`config.mk`:
```
export PLATFORM = sky130hd
export DESIGN_NAME = uart_rx_fifo_flat
export DESIGN_NICKNAME = d
export VERILOG_FILES = /design/src/rtl/uart_rx_fifo_if.sv /design/src/rtl/uart_rx_fifo.sv /design/src/flat_wrapper.sv
export SDC_FILE = /design/constraint.sdc
export NUM_CORES = 1
export LEC_CHECK = 0
export ABC_AREA = 1
export CORE_ASPECT_RATIO = 0.7
export CORE_MARGIN = 2
export CORE_UTILIZATION = 54
export CTS_CLUSTER_SIZE = 14
export DETAILED_ROUTE_END_ITERATION = 12
export PLACE_DENSITY = 0.87
export SKIP_CTS_REPAIR_TIMING = 1
export SYNTH_ARGS = -nofsm -noshare
export SYNTH_HDL_FRONTEND = slang
export SYNTH_SLANG_ARGS = --single-unit
```
`constraint.sdc`:
```
create_clock -name clk -period 2.6 [get_ports clk]
set_input_delay 0.52 -clock clk [delete_from_list [all_inputs] [get_ports clk]]
set_output_delay 0.52 -clock clk [all_outputs]
set_load 0.03 [all_outputs]
```
`src/rtl/uart_rx_fifo_if.sv`:
```
// uart_rx_fifo_if: receiver-side and consumer-side signals of the UART receive FIFO
interface uart_rx_fifo_if #(
  parameter int DATA_WIDTH = 8,
  parameter int DEPTH_LOG2 = 3
);
  logic [DATA_WIDTH-1:0] rx_data;
  logic                  rx_valid;
  logic                  rx_par_err;
  logic                  rx_stp_err;
  logic [DATA_WIDTH-1:0] m_data;
  logic                  m_valid;
  logic                  m_ready;
  logic [DEPTH_LOG2:0]   level;
  logic                  almost_full;
  logic                  overflow;
  logic                  ovf_clr;
  logic [7:0]            par_err_cnt;
  logic [7:0]            stp_err_cnt;
  modport master (
    output rx_data, rx_valid, rx_par_err, rx_stp_err, m_ready, ovf_clr,
    input  m_data, m_valid, level, almost_full, overflow, par_err_cnt, stp_err_cnt
  );
  modport slave (
    input  rx_data, rx_valid, rx_par_err, rx_stp_err, m_ready, ovf_clr,
    output m_data, m_valid, level, almost_full, overflow, par_err_cnt, stp_err_cnt
  );
endinterface

```
`src/rtl/uart_rx_fifo.sv`:
```
// uart_rx_fifo: first-word-fall-through byte FIFO behind the UART receiver with sticky overflow.
// Define UART_RX_FIFO_ERR_CNT_EN to build the saturating parity/stop-bit error edge counters.
module uart_rx_fifo #(
  parameter int DATA_WIDTH = 8,
  parameter int DEPTH_LOG2 = 3,
  parameter int AF_LEVEL   = 6
) (
  input logic         clk,
  input logic         rst,
  uart_rx_fifo_if.slave bus
);
  localparam int DEPTH = 2 ** DEPTH_LOG2;
  localparam logic [DEPTH_LOG2:0] FULL_LVL = (DEPTH_LOG2 + 1)'(DEPTH);
  localparam logic [DEPTH_LOG2:0] AF_LVL = (DEPTH_LOG2 + 1)'(AF_LEVEL);
  logic [DATA_WIDTH-1:0] mem [DEPTH];
  logic [DEPTH_LOG2-1:0] wr_ptr, rd_ptr;
  logic [DEPTH_LOG2:0]   level;
  logic                  overflow;
  logic                  push, pop, not_empty;
  assign not_empty = level != '0;
  assign pop = not_empty & bus.m_ready;
  // a full FIFO still accepts a byte when the head leaves in the same cycle
  assign push = bus.rx_valid & ((level != FULL_LVL) | pop);
  always_ff @(posedge clk)
    if (push & ~rst) mem[wr_ptr] <= bus.rx_data;
  always_ff @(posedge clk) begin
    if (rst) begin
      wr_ptr   <= '0;
      rd_ptr   <= '0;
      level    <= '0;
      overflow <= 1'b0;
    end else begin
      if (push) wr_ptr <= wr_ptr + 1'b1;
      if (pop) rd_ptr <= rd_ptr + 1'b1;
      level <= (push & ~pop) ? level + 1'b1 : (pop & ~push) ? level - 1'b1 : level;
      overflow <= (bus.rx_valid & ~push) ? 1'b1 : bus.ovf_clr ? 1'b0 : overflow;
    end
  end
  assign bus.m_valid     = not_empty;
  assign bus.m_data      = not_empty ? mem[rd_ptr] : '0;
  assign bus.level       = level;
  assign bus.almost_full = level >= AF_LVL;
  assign bus.overflow    = overflow;
`ifdef UART_RX_FIFO_ERR_CNT_EN
  logic       par_q, stp_q;
  logic [7:0] par_cnt, stp_cnt;
  always_ff @(posedge clk) begin
    if (rst) begin
      par_q   <= 1'b0;
      stp_q   <= 1'b0;
      par_cnt <= '0;
      stp_cnt <= '0;
    end else begin
      par_q <= bus.rx_par_err;
      stp_q <= bus.rx_stp_err;
      if (bus.rx_par_err & ~par_q & (par_cnt != 8'hff)) par_cnt <= par_cnt + 1'b1;
      if (bus.rx_stp_err & ~stp_q & (stp_cnt != 8'hff)) stp_cnt <= stp_cnt + 1'b1;
    end
  end
  assign bus.par_err_cnt = par_cnt;
  assign bus.stp_err_cnt = stp_cnt;
`else
  logic unused_err;
  assign unused_err      = bus.rx_par_err ^ bus.rx_stp_err;
  assign bus.par_err_cnt = '0;
  assign bus.stp_err_cnt = '0;
`endif
endmodule

```
`src/flat_wrapper.sv`:
```
// flat-port wrapper written by rule: the top's interface ports become plain ports
module uart_rx_fifo_flat 
#(
  parameter int DATA_WIDTH = 8,
  parameter int DEPTH_LOG2 = 3,
  parameter int AF_LEVEL   = 6
)
  (clk, rst, bus_rx_data, bus_rx_valid, bus_rx_par_err, bus_rx_stp_err, bus_m_ready, bus_ovf_clr, bus_m_data, bus_m_valid, bus_level, bus_almost_full, bus_overflow, bus_par_err_cnt, bus_stp_err_cnt);
  uart_rx_fifo_if #(.DATA_WIDTH(DATA_WIDTH), .DEPTH_LOG2(DEPTH_LOG2)) bus_i ();
  input logic clk;
  input logic rst;
  input wire logic [$bits(bus_i.rx_data)-1:0] bus_rx_data;
  input wire logic [$bits(bus_i.rx_valid)-1:0] bus_rx_valid;
  input wire logic [$bits(bus_i.rx_par_err)-1:0] bus_rx_par_err;
  input wire logic [$bits(bus_i.rx_stp_err)-1:0] bus_rx_stp_err;
  input wire logic [$bits(bus_i.m_ready)-1:0] bus_m_ready;
  input wire logic [$bits(bus_i.ovf_clr)-1:0] bus_ovf_clr;
  output wire logic [$bits(bus_i.m_data)-1:0] bus_m_data;
  output wire logic [$bits(bus_i.m_valid)-1:0] bus_m_valid;
  output wire logic [$bits(bus_i.level)-1:0] bus_level;
  output wire logic [$bits(bus_i.almost_full)-1:0] bus_almost_full;
  output wire logic [$bits(bus_i.overflow)-1:0] bus_overflow;
  output wire logic [$bits(bus_i.par_err_cnt)-1:0] bus_par_err_cnt;
  output wire logic [$bits(bus_i.stp_err_cnt)-1:0] bus_stp_err_cnt;
  assign bus_i.rx_data = bus_rx_data;
  assign bus_i.rx_valid = bus_rx_valid;
  assign bus_i.rx_par_err = bus_rx_par_err;
  assign bus_i.rx_stp_err = bus_rx_stp_err;
  assign bus_i.m_ready = bus_m_ready;
  assign bus_i.ovf_clr = bus_ovf_clr;
  assign bus_m_data = bus_i.m_data;
  assign bus_m_valid = bus_i.m_valid;
  assign bus_level = bus_i.level;
  assign bus_almost_full = bus_i.almost_full;
  assign bus_overflow = bus_i.overflow;
  assign bus_par_err_cnt = bus_i.par_err_cnt;
  assign bus_stp_err_cnt = bus_i.stp_err_cnt;
  uart_rx_fifo #(.DATA_WIDTH(DATA_WIDTH), .DEPTH_LOG2(DEPTH_LOG2), .AF_LEVEL(AF_LEVEL)) u_core (.clk(clk), .rst(rst), .bus(bus_i));
endmodule
```
* After elaboration in Yosys (flattened, before gate mapping)
Memories as Yosys holds them, arrays and structs flattened. A register that Yosys moved wholly into a read port is not among the register bits.
Cells that the tools add are included.
** Word-level totals
- Output and inout bits :: 31
- Flip-flop bits (word level) :: 11
- Memories kept :: 1
- RAM bits :: 64
- Word-level logic and storage cells :: 33
- Bits of input ports :: 15
** Operators by class
- Add/subtract/negate cells :: 4
- Reductions and logical operators :: 3
- Eq/ne operators :: 1
- Mux-type cells :: 9
- Bitwise operators :: 10
- Order comparisons :: 1
** Memory list
- u_core.mem :: words 8, bits a word 8, rd ports 1, clocked after memory_dff 1, write ports 1, RTL line uart_rx_fifo.sv:15 : logic [DATA_WIDTH-1:0] mem [DEPTH];
** Operators with widths (number)
- $mux 4 :: 2
- $mux 8 :: 1
- $add 3x1->3 const B :: 2
- $and 1x1->1 :: 6
- $mux 3 :: 2
- $add 4x1->4 const B :: 1
- $ge 4x3->1 const B :: 1
- $mux 1 :: 4
- $ne 4x4->1 const B :: 1
- $reduce_bool 2->1 :: 2
- $reduce_bool 4->1 :: 1
- $sub 4x1->4 const B :: 1
- $not 1->1 :: 3
- $or 1x1->1 :: 1

* Longest topological paths before layout
Gate-level depths: netlist of run 1.
- Word-level depth :: 8
- Mapped depth :: 14
- Gate-level depth less buffers :: 14

* Least setup slack after synthesis of run 1
No wires, ideal clock.
- Path type :: flip-flop to flip-flop
- Start :: register u_core.level[0], in the netlist u_core.bus.level[0]
- End :: register u_core.level[3], in the netlist u_core.bus.level[3]
- Library setup time :: 0.071 ns
- Stages on the path, launching flop included :: 13
- Clock period less this slack :: 2.134 ns
- Buffers on the path :: 0
- Data arrival time :: 2.064 ns
- Setup slack :: 0.466 ns
- Required time :: 2.529 ns
- Cells stage by stage :: dfxtp_1 -> nor2_2 -> nand3_1 -> nand2_1 -> ha_1 -> inv_1 -> ha_1 -> or2_2 -> nand2_1 -> nand2_1 -> nand2_1 -> nand2_1 -> a21oi_1
** On the way
- Longest elaborated chain between the ends :: 7
- Elaborated cells on any way between the ends :: 14
- Classes of those cells :: add/sub: 2; eq/ne: 1; mux: 2; bitwise: 7; reduce/logical: 2
** RTL lines
- start: declaration :: RTL line uart_rx_fifo.sv:17 : logic [DEPTH_LOG2:0] level;
- start signal: assignment :: RTL line uart_rx_fifo.sv:35 : level <= (push & ~pop) ? level + 1'b1 : (pop & ~push) ? level - 1'b1 : level;
- $reduce_bool 4->1 :: RTL line uart_rx_fifo.sv:20 : assign not_empty = level != '0;
- $and 1x1->1 :: RTL line uart_rx_fifo.sv:21 : assign pop = not_empty & bus.m_ready;
- $or 1x1->1 :: RTL line uart_rx_fifo.sv:23 : assign push = bus.rx_valid & ((level != FULL_LVL) | pop);
- $and 1x1->1 :: RTL line uart_rx_fifo.sv:23
- $not 1->1 :: RTL line uart_rx_fifo.sv:35
- $and 1x1->1 :: RTL line uart_rx_fifo.sv:35
- $reduce_bool 2->1 (no line)
Several ways; a longest one is shown, not always the timed one. The select of a mux whose other input is x is not followed.
A chain may end at the register's enable or synchronous reset.

* Final worst setup path of run 1
- Start :: register u_core.level[1], in the netlist u_core.bus.level[1]
- End :: output bus_m_valid
** On the way
- Longest elaborated chain between the ends :: 1
** RTL lines
- $reduce_bool 4->1 :: RTL line uart_rx_fifo.sv:20
- end: declaration :: RTL line flat_wrapper.sv:19 : output wire logic [$bits(bus_i.m_valid)-1:0] bus_m_valid;
No other way between the ends.

==> results of run 1 <==
==> kinds of logic (layout without fill, tap and decap cells) <==
| kind of cell | Yosys count | count (layout) | synth area share [%] |
|---|---|---|---|
| compound gates | 53 | 53 | 7.72 |
| xor+xnor | 4 | 4 | 1.02 |
| fa+ha+maj | 6 | 6 | 2.40 |
| buf+inv | 42 | 78 | 8.16 |
| flops | 78 | 78 | 64.1 |
| other cells | 1 | 16 | 0.109 |
| simple gates | 139 | 139 | 16.5 |
==> worst max-delay path by stage <==
stage	start	to	slack (ps)	cells past startpoint
final	u_core.bus.level[1]	bus_m_valid	180	4
after global routing	register	bus_m_data[1]	80	8
after CTS	register	bus_m_data[7]	-200	8
after detailed placement	bus_m_ready	u_core.bus.level[3]	50	14
after global placement	bus_m_ready	u_core.bus.level[3]	130	14
after floorplan	u_core.bus.level[0]	u_core.bus.level[3]	470	12
==> state kept, by name (all words and copies together) (netlist names), named ones only <==
register             count
u_core.wr_ptr            3
u_core.mem              64
u_core.rd_ptr            3
u_core.bus.overflow      1
u_core.bus.level         4
==> Yosys cell counts (all sizes together) <==
master	instances
o21ai	44
clkbuf	2
a21oi	9
nor4	1
buf	27
nand3	14
dfxtp	14
nor2	88
fa	1
edfxtp	64
xor2	4
nor3	1
nand2	32
conb	1
ha	5
inv	13
or2	2
nand4	1
==> final cells by class <==
type | instances | area [µm²] | area share [%]
Multi-Input combinational cell | 218 | 1010 | 25.0
Clock buffer | 10 | 128 | 3.16
Inverter | 13 | 48.8 | 1.21
Timing Repair Buffer | 49 | 468 | 11.6
Tap cell | 78 | 97.6 | 2.42
Clock inverter | 6 | 86.3 | 2.14
Sequential cell | 78 | 2200 | 54.5
==> through the flow <==
stage                     instances  setup TNS [ps]  utilization, %  hold slack [ps]  setup slack (ps)
after floorplan                 338               0               -              459               466
final                           452               0            65.3              470               177
after global placement          436               0            61.5              452               127
after CTS                       452            -960            65.0              467              -196
after detailed placement        436               0            61.5              459              53.0
after global routing            452               0            65.3              518              78.7
==> tightest hold or removal path, stage by stage (launching register included) <==
cell                      delay (ps)
sky130_fd_sc_hd__dfxtp_1         310
sky130_fd_sc_hd__nand2_1          60
sky130_fd_sc_hd__a21oi_1          60
==> per-layer routing <==
layer | vias up | track usage (%) | part of all wire, %
met1 | 1122 | 27.2 | 44
met3 | 8 | 5.83 | 5.4
met5 | - | 0 | 0
met2 | 71 | 35.6 | 49
li1 | 1153 | - | -
met4 | 0 | 9.74 | 1.5
==> power by group through the flow <==
| stage | Combinational [mW] | Clock (mW) | Sequential, mW |
|---|---|---|---|
| finish | 1.64 | 0.965 | 1.49 |
| CTS | 1.64 | 0.983 | 1.49 |
| global placement | 1.58 | 0 | 1.51 |
| floorplan | 1.02 | 0 | 1.57 |
| detailed placement | 1.63 | 0 | 1.52 |
| global route | 1.78 | 1.03 | 1.50 |
==> flow_results.xml, run 1 <==
<?xml version="1.0" encoding="UTF-8"?>
<metrics>
  <group name="die">
    <metric name="height_of_the_chip" unit="µm">70.7</metric>
    <metric name="design.core.area" unit="µm²">6190</metric>
    <metric name="initial_core_util" unit="%">55.5</metric>
    <metric name="rows" unit="">24</metric>
    <metric name="die_footprint" unit="µm²">7020</metric>
    <metric name="chipWidth" unit="µm">99.3</metric>
    <metric name="top_level_port_count" unit="">46</metric>
  </group>
  <group name="sta">
    <metric name="timing.slew.headroom" unit="%">57.6</metric>
    <metric name="period_share" unit="%">93.2</metric>
    <metric name="fin_worst_skew" unit="ps">6.61</metric>
    <metric name="timing_hold_violations_final" unit="">0</metric>
    <metric name="slew_viol_final" unit="">0</metric>
    <metric name="final.min_clock_period" unit="ps">2420</metric>
    <metric name="maxClockFrequency" unit="MHz">413</metric>
    <metric name="setup_viols_final" unit="">0</metric>
    <metric name="rsz0062_at_grt" unit="">no</metric>
    <metric name="tightest_slew" unit="ps">636</metric>
  </group>
  <group name="yosys">
    <metric name="syn-mean-instance-area" unit="µm²">10.6</metric>
    <metric name="synthesized_instance_count" unit="">323</metric>
    <metric name="synth-seq-area-share" unit="%">64.1</metric>
    <metric name="ys_top_cells_by_area" unit="">sky130_fd_sc_hd__edfxtp_1 56%, sky130_fd_sc_hd__nor2_1 9.1%, sky130_fd_sc_hd__dfxtp_1 8.2%</metric>
    <metric name="top_area_cell_type_share_of_the_netlist_area" unit="%">56.0</metric>
    <metric name="synth_cell_type_count" unit="">25</metric>
    <metric name="mappedNetlistArea" unit="µm²">3430</metric>
    <metric name="ys_warn_count" unit="">0</metric>
    <metric name="top_cell_type_by_total_area_after_synthesis" unit="">sky130_fd_sc_hd__edfxtp_1</metric>
    <metric name="yosys_register_bits" unit="">78</metric>
  </group>
  <group name="worst_setup_path">
    <metric name="endpoint_of_the_lowest_slack_register_to_register_path" unit="">u_core.bus.level[3]</metric>
    <metric name="cp-start-kind" unit="">register</metric>
    <metric name="worstPathArrival" unit="ps">1900</metric>
    <metric name="r2r.worst_path.cells" unit="">13</metric>
    <metric name="critPathKind" unit="">reg -&gt; out</metric>
    <metric name="family_with_the_most_delay_on_the_worst_path" unit="">buffers and inverters</metric>
    <metric name="critPathBufInv" unit="">2</metric>
    <metric name="crit_path_max_fanout" unit="">12</metric>
    <metric name="reg2reg_slack" unit="ps">390</metric>
    <metric name="crit_chain" unit="">nor2_2 -&gt; nand3_1 -&gt; buf_4 -&gt; clkdlybuf4s50_1</metric>
    <metric name="worstSetupEndpointType" unit="">output pin</metric>
    <metric name="required_time_worst_endpoint" unit="ps">2080</metric>
    <metric name="worst_path_max_stage_delay" unit="ps">710</metric>
    <metric name="cpMaxStageDelayCell" unit="">sky130_fd_sc_hd__clkdlybuf4s50_1</metric>
    <metric name="timing.rr.start" unit="">u_core.bus.level[1]</metric>
  </group>
  <group name="finish">
    <metric name="final_cell_area" unit="µm²">4040</metric>
    <metric name="antenna_cells_inserted" unit="">0</metric>
    <metric name="syn2layout_area_growth" unit="%">17.6</metric>
    <metric name="num-nets-final" unit="">390</metric>
    <metric name="top_library_cells_by_usage_in_the_layout_fill_and_taps_aside" unit="">83 x sky130_fd_sc_hd__nor2_1, 64 x sky130_fd_sc_hd__edfxtp_1, 33 x sky130_fd_sc_hd__o21ai_1</metric>
    <metric name="filler_cell_count" unit="">460</metric>
    <metric name="leading_cell_type_in_the_layout_fill_and_taps_excluded" unit="">sky130_fd_sc_hd__nor2_1</metric>
    <metric name="drive_gt1_share" unit="%">12.3</metric>
  </group>
  <group name="pwr">
    <metric name="p_leak" unit="nW">1.63</metric>
    <metric name="pwr-share-seq" unit="%">36.4</metric>
    <metric name="comb_power_share" unit="%">40.0</metric>
    <metric name="vdd.ir_drop.worst" unit="V">0.000518</metric>
    <metric name="p_clk_share" unit="%">23.6</metric>
    <metric name="switchingPower" unit="mW">1.52</metric>
    <metric name="swShare" unit="%">37.1</metric>
    <metric name="totalPowerFinal" unit="mW">4.09</metric>
    <metric name="power_density" unit="nW/µm²">1010</metric>
    <metric name="cell_internal_pwr" unit="mW">2.58</metric>
  </group>
  <group name="flow_run">
    <metric name="drv.max_cap_violation_count" unit="">0</metric>
  </group>
  <group name="cts">
    <metric name="cts_buffers" unit="">9</metric>
    <metric name="clock-root-buffer" unit="">sky130_fd_sc_hd__clkbuf_8</metric>
    <metric name="clk_path_buf_depth" unit="">2</metric>
    <metric name="clk-insertion-delay-late" unit="ps">350</metric>
    <metric name="cts-htree-levels" unit="">3</metric>
    <metric name="cts_tree" unit="">yes</metric>
    <metric name="clkSlewWorstSetupHoldPaths" unit="ps">80</metric>
    <metric name="clock-sinks" unit="">78</metric>
  </group>
  <group name="worst_hold_path">
    <metric name="min-delay-start" unit="">u_core.bus.overflow</metric>
    <metric name="worst_hold_path_cells" unit="">2</metric>
    <metric name="hold_path.class" unit="">reg -&gt; reg</metric>
    <metric name="timing.hold.worst_endpoint" unit="">u_core.bus.overflow</metric>
  </group>
  <group name="detailed_routing">
    <metric name="drcViolationCount" unit="">0</metric>
    <metric name="totalWireLength" unit="µm">7120</metric>
    <metric name="avgViaCountPerCell" unit="">5.21</metric>
    <metric name="num_vias" unit="">2354</metric>
    <metric name="drtAntennaViolNets" unit="">0</metric>
    <metric name="detailedRoute.firstIterationViolations" unit="">148</metric>
    <metric name="routedWlPerCell" unit="µm">15.8</metric>
    <metric name="drt_pass1_iterations" unit="">4</metric>
  </group>
  <group name="global_routing">
    <metric name="grt_max_degree" unit="">17</metric>
    <metric name="gr-total-overflow" unit="">0</metric>
    <metric name="grt_pass1_vias" unit="">2307</metric>
    <metric name="global_route_wire_length_before_repair" unit="µm">11200</metric>
    <metric name="antenna_found_initial" unit="">0</metric>
    <metric name="global_route.usage.total" unit="%">21.6</metric>
  </group>
  <group name="outcome">
    <metric name="outcome" unit="">finished clean</metric>
  </group>
  <group name="place">
    <metric name="place_congestion" unit="">0.825</metric>
    <metric name="place_area" unit="µm²">3800</metric>
    <metric name="buffer_ports.inserted" unit="">27</metric>
    <metric name="place.detailed.hpwl" unit="µm">4650</metric>
  </group>
</metrics>
(Power assumes the default switching activity.)
==> run 2, diff against run 1 <==
- HOLD_SLACK_MARGIN: unset -> 0.12
==> results of run 2 <==
Final layout, timing and power as in run 1 (identical DEF).
==> run 3, diff against run 2 <==
- ABC_CLOCK_PERIOD_IN_PS: unset -> 2600
==> results of run 3 <==
Final layout, timing and power as in run 1 (identical DEF).
